**config.mk**
```make
export PLATFORM = sky130hd
export DESIGN_NAME = pipe_reg_ctrl
export DESIGN_NICKNAME = d
export VERILOG_FILES = /design/src/rtl/pipe_reg_ctrl.sv
export SDC_FILE = /design/constraint.sdc
export NUM_CORES = 1
export LEC_CHECK = 0
export ABC_CLOCK_PERIOD_IN_PS = 1700
export CAP_MARGIN = 25
export CORE_ASPECT_RATIO = 1.5
export CORE_MARGIN = 4
export CORE_UTILIZATION = 33
export CTS_CLUSTER_DIAMETER = 80
export DETAILED_ROUTE_END_ITERATION = 8
export GPL_ROUTABILITY_DRIVEN = 0
export MAX_ROUTING_LAYER = met4
export PLACE_DENSITY = 0.87
export SETUP_SLACK_MARGIN = 0.3
export SYNTH_ARGS = -nofsm -noshare
export SYNTH_HDL_FRONTEND = slang
export SYNTH_SLANG_ARGS = --single-unit
```
**constraint.sdc**
```tcl
create_clock -name clk -period 1.7 [get_ports clk]
set_input_delay 0.34 -clock clk [delete_from_list [all_inputs] [get_ports clk]]
set_output_delay 0.34 -clock clk [all_outputs]
set_load 0.005 [all_outputs]
```
**src/rtl/pipe_reg_ctrl.sv**
```systemverilog
// ---------------------------------------------------------------------------
// pipe_reg_ctrl
//   Consumer end of the dual-lane hazard interface. It turns the per-lane
//   stall/flush masks, a taken-branch redirect and an external memory stall
//   into load-enable and clear-to-NOP strobes for both lanes' pipeline
//   registers. It also owns the registered `first` lane-order bit and a
//   sticky stall watchdog.
//
//   Mask bit order: 0 = PC, 1 = IF/ID, 2 = ID/EX, 3 = EX/MEM, 4 = MEM/WB.
//
//   Ports
//     clk            rising-edge clock
//     reset_n        asynchronous active-low reset
//     stall0/flush0  lane0 hold / bubble requests
//     stall1/flush1  lane1 hold / bubble requests
//     branch_flush   taken-branch redirect resolved in EX
//     ext_stall      memory busy, freezes the whole pipe
//     en0/clr0       lane0 register load enables / clear-to-NOP (combinational)
//     en1/clr1       lane1 register load enables / clear-to-NOP (combinational)
//     first          registered, 1 = lane1 holds the older IF/ID instruction
//     deadlock       sticky watchdog flag
//     conflict       sticky flag, same stage both stalled and flushed
//     stall_cycles   performance counter (PC-stall cycles)
//     split_count    performance counter (single-lane splits)
//
//   Build option: define PIPE_REG_CTRL_PERF_EN to build the two performance
//   counters; otherwise both counter outputs are tied to zero.
// ---------------------------------------------------------------------------
module pipe_reg_ctrl #(
    parameter int NUM_PIPE_MASKS = 5,
    parameter int MAX_STALL      = 15,
    parameter int CNT_W          = 16
) (
    input  logic                      clk,
    input  logic                      reset_n,
    input  logic [NUM_PIPE_MASKS-1:0] stall0,
    input  logic [NUM_PIPE_MASKS-1:0] flush0,
    input  logic [NUM_PIPE_MASKS-1:0] stall1,
    input  logic [NUM_PIPE_MASKS-1:0] flush1,
    input  logic                      branch_flush,
    input  logic                      ext_stall,
    output logic [NUM_PIPE_MASKS-1:0] en0,
    output logic [NUM_PIPE_MASKS-1:0] clr0,
    output logic [NUM_PIPE_MASKS-1:0] en1,
    output logic [NUM_PIPE_MASKS-1:0] clr1,
    output logic                      first,
    output logic                      deadlock,
    output logic                      conflict,
    output logic [CNT_W-1:0]          stall_cycles,
    output logic [CNT_W-1:0]          split_count
);

    localparam int PC_BIT    = 0;
    localparam int IF_ID_BIT = 1;
    localparam int ID_EX_BIT = 2;
    localparam int WD_W      = $clog2(MAX_STALL + 1);

    localparam logic [WD_W-1:0] WD_MAX = WD_W'(MAX_STALL);
    localparam logic [NUM_PIPE_MASKS-1:0] MASK_ONE = NUM_PIPE_MASKS'(1);
    // A redirect squashes the two younger stages holding wrong-path work.
    localparam logic [NUM_PIPE_MASKS-1:0] BRANCH_CLR =
        (MASK_ONE << IF_ID_BIT) | (MASK_ONE << ID_EX_BIT);

    logic            hazard_sel_s;
    logic            split0_s;
    logic            split1_s;
    logic            conflict_hit_s;
    logic            wd_qual_s;
    logic [WD_W-1:0] wd_next_s;
    logic [WD_W-1:0] wd_cnt_r;
    logic            first_r;
    logic            deadlock_r;
    logic            conflict_r;

    // Hazard masks only matter when neither freeze nor redirect is active.
    assign hazard_sel_s = ~ext_stall & ~branch_flush;

    // A lane is split when it holds IF/ID while the other lane bubbles it out.
    assign split0_s = hazard_sel_s & stall0[IF_ID_BIT] & ~stall1[IF_ID_BIT] & flush1[IF_ID_BIT];
    assign split1_s = hazard_sel_s & stall1[IF_ID_BIT] & ~stall0[IF_ID_BIT] & flush0[IF_ID_BIT];

    assign conflict_hit_s = hazard_sel_s &
                            ((|(stall0 & flush0)) | (|(stall1 & flush1)) | (split0_s & split1_s));

    // Enable/clear decode in priority order: reset, freeze, redirect, masks.
    always_comb begin
        en0  = '0;
        clr0 = '0;
        en1  = '0;
        clr1 = '0;
        if (!reset_n) begin
            en0  = '0;
            clr0 = '1;
            en1  = '0;
            clr1 = '1;
        end else if (ext_stall) begin
            en0  = '0;
            clr0 = '0;
            en1  = '0;
            clr1 = '0;
        end else if (branch_flush) begin
            en0  = '1;
            clr0 = BRANCH_CLR;
            en1  = '1;
            clr1 = BRANCH_CLR;
        end else begin
            // Stall wins over flush: a held register must keep its content.
            en0  = ~stall0;
            clr0 = flush0 & ~stall0;
            en1  = ~stall1;
            clr1 = flush1 & ~stall1;
        end
    end

    // Both PCs frozen is the cycle the watchdog counts (freeze included).
    assign wd_qual_s = ~en0[PC_BIT] & ~en1[PC_BIT];

    // Next watchdog count: saturating increment on a stalled cycle, else clear.
    always_comb begin
        wd_next_s = '0;
        if (!wd_qual_s) begin
            wd_next_s = '0;
        end else if (wd_cnt_r == WD_MAX) begin
            wd_next_s = wd_cnt_r;
        end else begin
            wd_next_s = wd_cnt_r + WD_W'(1);
        end
    end

    // Lane order, watchdog and sticky flags.
    always_ff @(posedge clk or negedge reset_n) begin
        if (!reset_n) begin
            first_r    <= 1'b1;
            deadlock_r <= 1'b0;
            conflict_r <= 1'b0;
            wd_cnt_r   <= '0;
        end else begin
            wd_cnt_r <= wd_next_s;
            if (wd_next_s == WD_MAX) begin
                deadlock_r <= 1'b1;
            end
            if (conflict_hit_s) begin
                conflict_r <= 1'b1;
            end
            // A simultaneous double split is a conflict and leaves order alone.
            if (ext_stall) begin
                first_r <= first_r;
            end else if (branch_flush) begin
                first_r <= 1'b1;
            end else if (split0_s && !split1_s) begin
                first_r <= 1'b0;
            end else if (split1_s && !split0_s) begin
                first_r <= 1'b1;
            end else begin
                first_r <= first_r;
            end
        end
    end

    assign first    = first_r;
    assign deadlock = deadlock_r;
    assign conflict = conflict_r;

`ifdef PIPE_REG_CTRL_PERF_EN
    logic [CNT_W-1:0] stall_cycles_r;
    logic [CNT_W-1:0] split_count_r;

    // Saturating performance counters; a redirect does not clear them.
    always_ff @(posedge clk or negedge reset_n) begin
        if (!reset_n) begin
            stall_cycles_r <= '0;
            split_count_r  <= '0;
        end else begin
            if (wd_qual_s && (stall_cycles_r != {CNT_W{1'b1}})) begin
                stall_cycles_r <= stall_cycles_r + CNT_W'(1);
            end
            if ((split0_s ^ split1_s) && (split_count_r != {CNT_W{1'b1}})) begin
                split_count_r <= split_count_r + CNT_W'(1);
            end
        end
    end

    assign stall_cycles = stall_cycles_r;
    assign split_count  = split_count_r;
`else
    assign stall_cycles = '0;
    assign split_count  = '0;
`endif

endmodule

```
==> results.cfg, run 1 <==
[floorplan]
coreArea_um2 = 2450
initial_core_util_pct = 34.7
num_rows = 22
die_w_um = 49.4
die_h_um = 70.1
io_pins = 79
dieArea_um2 = 3470

[clocking]
cts_max_level = 1
cts-buffers-inserted = 3
cts_tree = yes
clk_path_buf_depth = 2
clk_latency_ns = 0.25
cts_sinks = 7
cts-root-buf = clkbuf_4
cts_hold_buf = 0
clkTransAtPathRegs_ns = 0.05

[global_route]
grt_pass1_wl_mm = 4.53
antenna_found_initial = 0
grt.overflow.total = 0
grt.total_usage_pct = 16.6
grt_max_degree = 10
grt_pass1_vias = 1009

[setup_path]
cp-end-kind = output pin
crit_end = clr1[0]
crit_path_max_fanout = 5
startpoint = branch_flush
critPathKind = in -> out
ff2ff_path_depth = 4
crit_path_start_kind = input port
r2r_end = deadlock
reg2reg_from = wd_cnt_r[0]
arrival_ns = 1.08
r2r_slack_ns = 0.42
cp.required_ns = 1.36

[yosys]
synthDistinctLibCells = 31
async_flop_share_pct = 100
avgSynthCellArea_um2 = 7.59
netlist_area_um2 = 850
synth_edf_count = 0
ys_ff_latch = 7
ys_warn_count = 0
synth_area_leaders = buf_4 28%, dfrtp_1 18%, a21oi_1 7.1%
ys.flop_type = dfrtp_1
ys_seq_area_share_pct = 20.8
synth_top_area_share_pct = 28.3
netlist_instances = 112
synth_top_area_cell = buf_4

[final_layout]
syn2layout_area_growth_pct = 67.9
antenna_cells = 0
fin_nets = 212
fin_area_um2 = 1430
n_fill_cell = 245
drive_gt1_share_pct = 41.9

[power]
total_power_uw = 802
ir_worst_vdd_mv = 0.561
powerDensity_nw_per_um2 = 563
leakage_nw = 0.759

[sta]
fin_skew_ns = 0.00299
finalSetupViolCount = 0
fin_crit_sh_pct = 83.8
rsz0062_at_grt = true
max_freq_mhz = 702
period_needed_ns = 1.42
whs_ns = 0.152
hold_violations = 0
maxSlewViolCount = 0

[run_status]
status = complete, no violations

[routing]
antenna_left = 0
routedLengthMet1_um = 998
drt-total-wl_mm = 2.92
top_layer = met4
met3_length_um = 349
wire_per_inst_um = 13.9
drt_iter0_drc = 27
num_vias = 1022
viasPerCell = 4.87
drc = 0
met2_length_mm = 1.52
drt_first_pass_iters = 6

[worst_hold_path]
hold_path.class = in -> async

[place]
port-buffer-count = 46
dp_hpwl_mm = 2.14
dpl_cell_area_um2 = 1320

[job]
cap_viol_max_count = 0
-- report_power, final --
group / switching, mW / internal, mW / total [mW]
clock network: 0.0645 / 0.0898 / 0.154
logic: 0.198 / 0.188 / 0.385
registers: 0.0511 / 0.212 / 0.263
-- kinds of logic (layout without fill, tap and decap cells) --
family                   after synthesis  after routing  share of synthesized area [%]
other                                  1             32                          0.441
flip-flops                             7              7                           20.8
XOR/XNOR                               1              1                           1.03
buffers and inverters                 41             84                           33.3
adder cells (fa/ha/maj)                1              1                           1.47
AND/OR/NAND/NOR                       27             27                           17.4
AO/OA/AOI/OAI                         33             33                           24.4
multiplexers                           1              1                           1.18
-- routing by layer --
metal  vias to the layer above  GRT usage, %
li1                        473             -
met1                       469          17.0
met2                        71          30.4
met3                         9          4.26
met4                         0          4.92
met5                         -             -
-- worst max-delay path, stage by stage --
cell	delay [ns]
buf_8	0.10
or2_4	0.28
buf_6	0.13
o21ai_2	0.10
buf_2	0.12
-- cell type report --
| cell class | count | area (um^2) | share of cell area (%) |
|---|---|---|---|
| Tap cell | 24 | 30.0 | 2.11 |
| Multi-Input combinational cell | 95 | 583 | 40.9 |
| Inverter | 6 | 27.5 | 1.93 |
| Clock buffer | 4 | 26.3 | 1.84 |
| Sequential cell | 7 | 176 | 12.4 |
| Timing Repair Buffer | 74 | 583 | 40.9 |
-- metrics by stage --
stage / cells / setup TNS, ns / utilization (%) / worst slack (ns)
after floorplan: 143 / 0 / - / 0.379
after global placement: 195 / -9.49 / 54.0 / -0.553
after detailed placement: 195 / -9.78 / 54.0 / -0.593
after CTS: 208 / 0 / 56.7 / 0.200
after global routing: 210 / 0 / 58.2 / 0.238
final: 210 / 0 / 58.2 / 0.276
-- registers in the layout (all words and copies together), names as in the netlist --
signal,cells
wd_cnt_r,4
deadlock,1
first,1
conflict,1
-- worst min-delay path by stage --
stage                  end  cells after the start     start  slack (ns)
2_1_floorplan     conflict                      0   reset_n        0.04
3_3_place_gp      deadlock                      2  deadlock        0.45
3_5_place_dp      deadlock                      2  deadlock        0.46
4_1_cts        wd_cnt_r[0]                      3   reset_n        0.19
5_1_grt        wd_cnt_r[0]                      3   reset_n        0.15
6_report       wd_cnt_r[1]                      3   reset_n        0.15
-- repair_timing --
action	in CTS	in global routing
setup endpoints to repair	28	13
setup buffers	9	2
resized for setup	151	13
pin swaps	6	2
-- cells in the final DEF, fill, tap and decap left out, types with 3 or more instances in the layout --
| master | count |
|---|---|
| nor2b_4 | 3 |
| inv_1 | 5 |
| dfrtp_1 | 6 |
| buf_4 | 19 |
| a21oi_2 | 7 |
| o21ai_1 | 5 |
| o21ai_2 | 5 |
| conb_1 | 32 |
| nor2_1 | 8 |
| a21oi_1 | 6 |
| nand2b_1 | 5 |
| nand3_1 | 3 |
| clkbuf_4 | 3 |
| buf_2 | 20 |
| dlygate4sd2_1 | 20 |
| buf_6 | 9 |
-- synth_stat cells (2+ instances only) --
library cell / instances
buf_4: 32
dfrtp_1: 6
nor2b_1: 2
nand3_1: 3
o21ai_0: 10
nor3_1: 2
a21oi_1: 12
nor2_1: 9
inv_1: 5
a211oi_1: 2
a22o_1: 2
nand2b_1: 7
a31oi_1: 2
Power figures use the tool's default switching activity.
==> run 2: changes to the inputs <==
--- a/config.mk
+++ b/config.mk
@@ -5,16 +5,16 @@
 export SDC_FILE = /design/constraint.sdc
 export NUM_CORES = 1
 export LEC_CHECK = 0
-export ABC_CLOCK_PERIOD_IN_PS = 1700
+export ABC_CLOCK_PERIOD_IN_PS = 1310
 export CAP_MARGIN = 25
 export CORE_ASPECT_RATIO = 1.5
 export CORE_MARGIN = 4
-export CORE_UTILIZATION = 33
+export CORE_UTILIZATION = 27
 export CTS_CLUSTER_DIAMETER = 80
 export DETAILED_ROUTE_END_ITERATION = 8
 export GPL_ROUTABILITY_DRIVEN = 0
 export MAX_ROUTING_LAYER = met4
-export PLACE_DENSITY = 0.87
+export PLACE_DENSITY = 0.76
 export SETUP_SLACK_MARGIN = 0.3
 export SYNTH_ARGS = -nofsm -noshare
 export SYNTH_HDL_FRONTEND = slang
==> constraint.sdc (replaced) <==
create_clock -name clk -period 1.31 [get_ports clk]
set_input_delay 0.262 -clock clk [delete_from_list [all_inputs] [get_ports clk]]
set_output_delay 0.262 -clock clk [all_outputs]
set_load 0.005 [all_outputs]
==> run 2 against run 1 <==
The run now ends with setup timing left. Utilization grew 2.0 points. Final cell count grew 17%. Setup slack lost 0.28 ns. Clock skew shrank 0.0021 ns. Non-clock buffer count grew 20. Global-route usage grew 0.20 points. Clock-buffer cell count is the same. Register-to-register slack lost 0.27 ns. Die area grew 19%. Wire length grew 33%. Via count grew 9.0%. Sequential cell count is the same. Critical endpoint is now clr1[3]. Highest routed layer unchanged.
==> results.cfg, run 2 (synthesis gave the netlist of run 1 again) <==
[run_status]
status = finished with violations
violations = setup timing

[setup_path]
crit_path_start_kind = input port
arrival_ns = 1.05
reg2reg_from = wd_cnt_r[0]
r2r_slack_ns = 0.15
crit_path_max_fanout = 5
cp_slowest_cell = or2_4
cp-end-kind = output pin
crit_chain = buf_8 -> or2_4 -> buf_6 -> o21ai_2 -> buf_2
path_buf_inv = 3
critPathKind = in -> out
ff2ff_path_depth = 5
slowest_delay_ns = 0.29
cpLargestDelayFamily = buffers and inverters
cp.required_ns = 1.05
r2r_end = wd_cnt_r[3]

[final_layout]
top_register = wd_cnt_r
fin_area_um2 = 1790
drive_gt1_share_pct = 65.5
final_common_cell = conb_1
n_fill_cell = 236
final_core_util_pct = 60.2
antenna_cells = 0
multi_input_area_um2 = 739
regArea_um2 = 178
mostFrequentLayoutCells = 32 x conb_1, 31 x buf_2, 29 x buf_4
syn2layout_area_growth_pct = 111
fin_nets = 232
largest_reg_flops = 4

[sta]
fin_crit_sh_pct = 100
period_needed_ns = 1.31
layout_setup_ws_ns = -0.0000128
hold_violations = 0
whs_ns = 0.152
max_freq_mhz = 763
fin_skew_ns = 0.000931
maxSlewViolCount = 0
finalSetupViolCount = 1
rsz0062_at_grt = true

[clocking]
cts_max_level = 1
cts_sinks = 7
clk_path_buf_depth = 2
clkTransAtPathRegs_ns = 0.04
cts_tree = yes
cts-buffers-inserted = 3
cts-root-buf = clkbuf_8
cts_hold_buf = 0
clk_latency_ns = 0.22

[global_route]
grt_max_degree = 10
grt.overflow.total = 0
antenna_found_initial = 0
grt.total_usage_pct = 16.8
grt_pass1_vias = 1096
grt_pass1_wl_mm = 5.19

[floorplan]
coreArea_um2 = 2970
initial_core_util_pct = 28.6
io_pins = 79
dieArea_um2 = 4130
num_rows = 24
die_w_um = 53.8
die_h_um = 76.7

[routing]
drt_first_pass_iters = 4
wire_per_inst_um = 15.9
drc = 0
drt_iter0_drc = 32
drt-total-wl_mm = 3.89
antenna_left = 0
viasPerCell = 4.55
num_vias = 1114

[place]
dpl_cell_area_um2 = 1430
port-buffer-count = 46
dp_slack_ns = -0.733
dp_hpwl_mm = 2.19

[power]
leakage_nw = 0.911
powerDensity_nw_per_um2 = 830
total_power_mw = 1.49
ir_worst_vdd_mv = 0.432

[job]
cap_viol_max_count = 0

[worst_hold_path]
hold_path.class = in -> async
==> run 2: cell count changes in the layout (fill, tap and decap cells not counted), moves of 4 or more <==
cell and delta:
a21oi_2 +4, buf_2 +11, buf_4 +10, a21oi_1 -5
buf_6 +10, dlygate4sd2_1 -16
==> run 2: metal layers <==
metal	vias up	routed length, um	global-route usage (%)
met5	-	0	-
met4	0	79	4.09
met3	6	486	4.84
met2	71	2030	30.9
met1	528	1300	16.2
li1	509	-	-
==> run 2: power breakdown <==
part           internal, mW  switching [mW]  leakage, nW
combinational         0.440           0.388        0.811
clock                 0.209          0.0800       0.0228
sequential            0.277          0.0916       0.0769
total                 0.927           0.560        0.911
==> run 2: how the worst max path moves through the flow <==
stage               endpoint  depth (start not counted)         start
floorplan           deadlock                          4   wd_cnt_r[0]
global placement      en0[0]                          4  branch_flush
detailed placement    en0[0]                          4  branch_flush
CTS                  clr0[0]                          5  branch_flush
global route         clr1[3]                          5  branch_flush
finish               clr1[3]                          5  branch_flush
==> run 2: repair_timing <==
| action | in CTS | in global routing |
|---|---|---|
| pin swaps | 12 | 11 |
| gates resized for setup | 215 | 29 |
| setup buffers | 19 | 4 |
| endpoints found under the setup margin | 30 | 28 |
==> run 2: final cells by class <==
| class | instances | share of cell area (%) |
|---|---|---|
| repair buffers | 94 | 42.0 |
| multi-input cells | 95 | 41.3 |
| flip-flops and latches | 7 | 9.92 |
| well taps | 39 | 2.73 |
| clock buffers | 4 | 2.52 |
| inverters | 6 | 1.54 |
==> run 2: tightest hold or removal path: cells and delay by family <==
kind | cells | cell delay, ns
buf+inv | 4 | 0.42
==> run 2: per-stage QoR <==
stage | instances | TNS [ns]
2_1_floorplan | 143 | 0
3_3_place_gp | 218 | -14.80
3_5_place_dp | 218 | -15.40
4_1_cts | 241 | 0
5_1_grt | 245 | -0.0202
6_report | 245 | -0.0000128
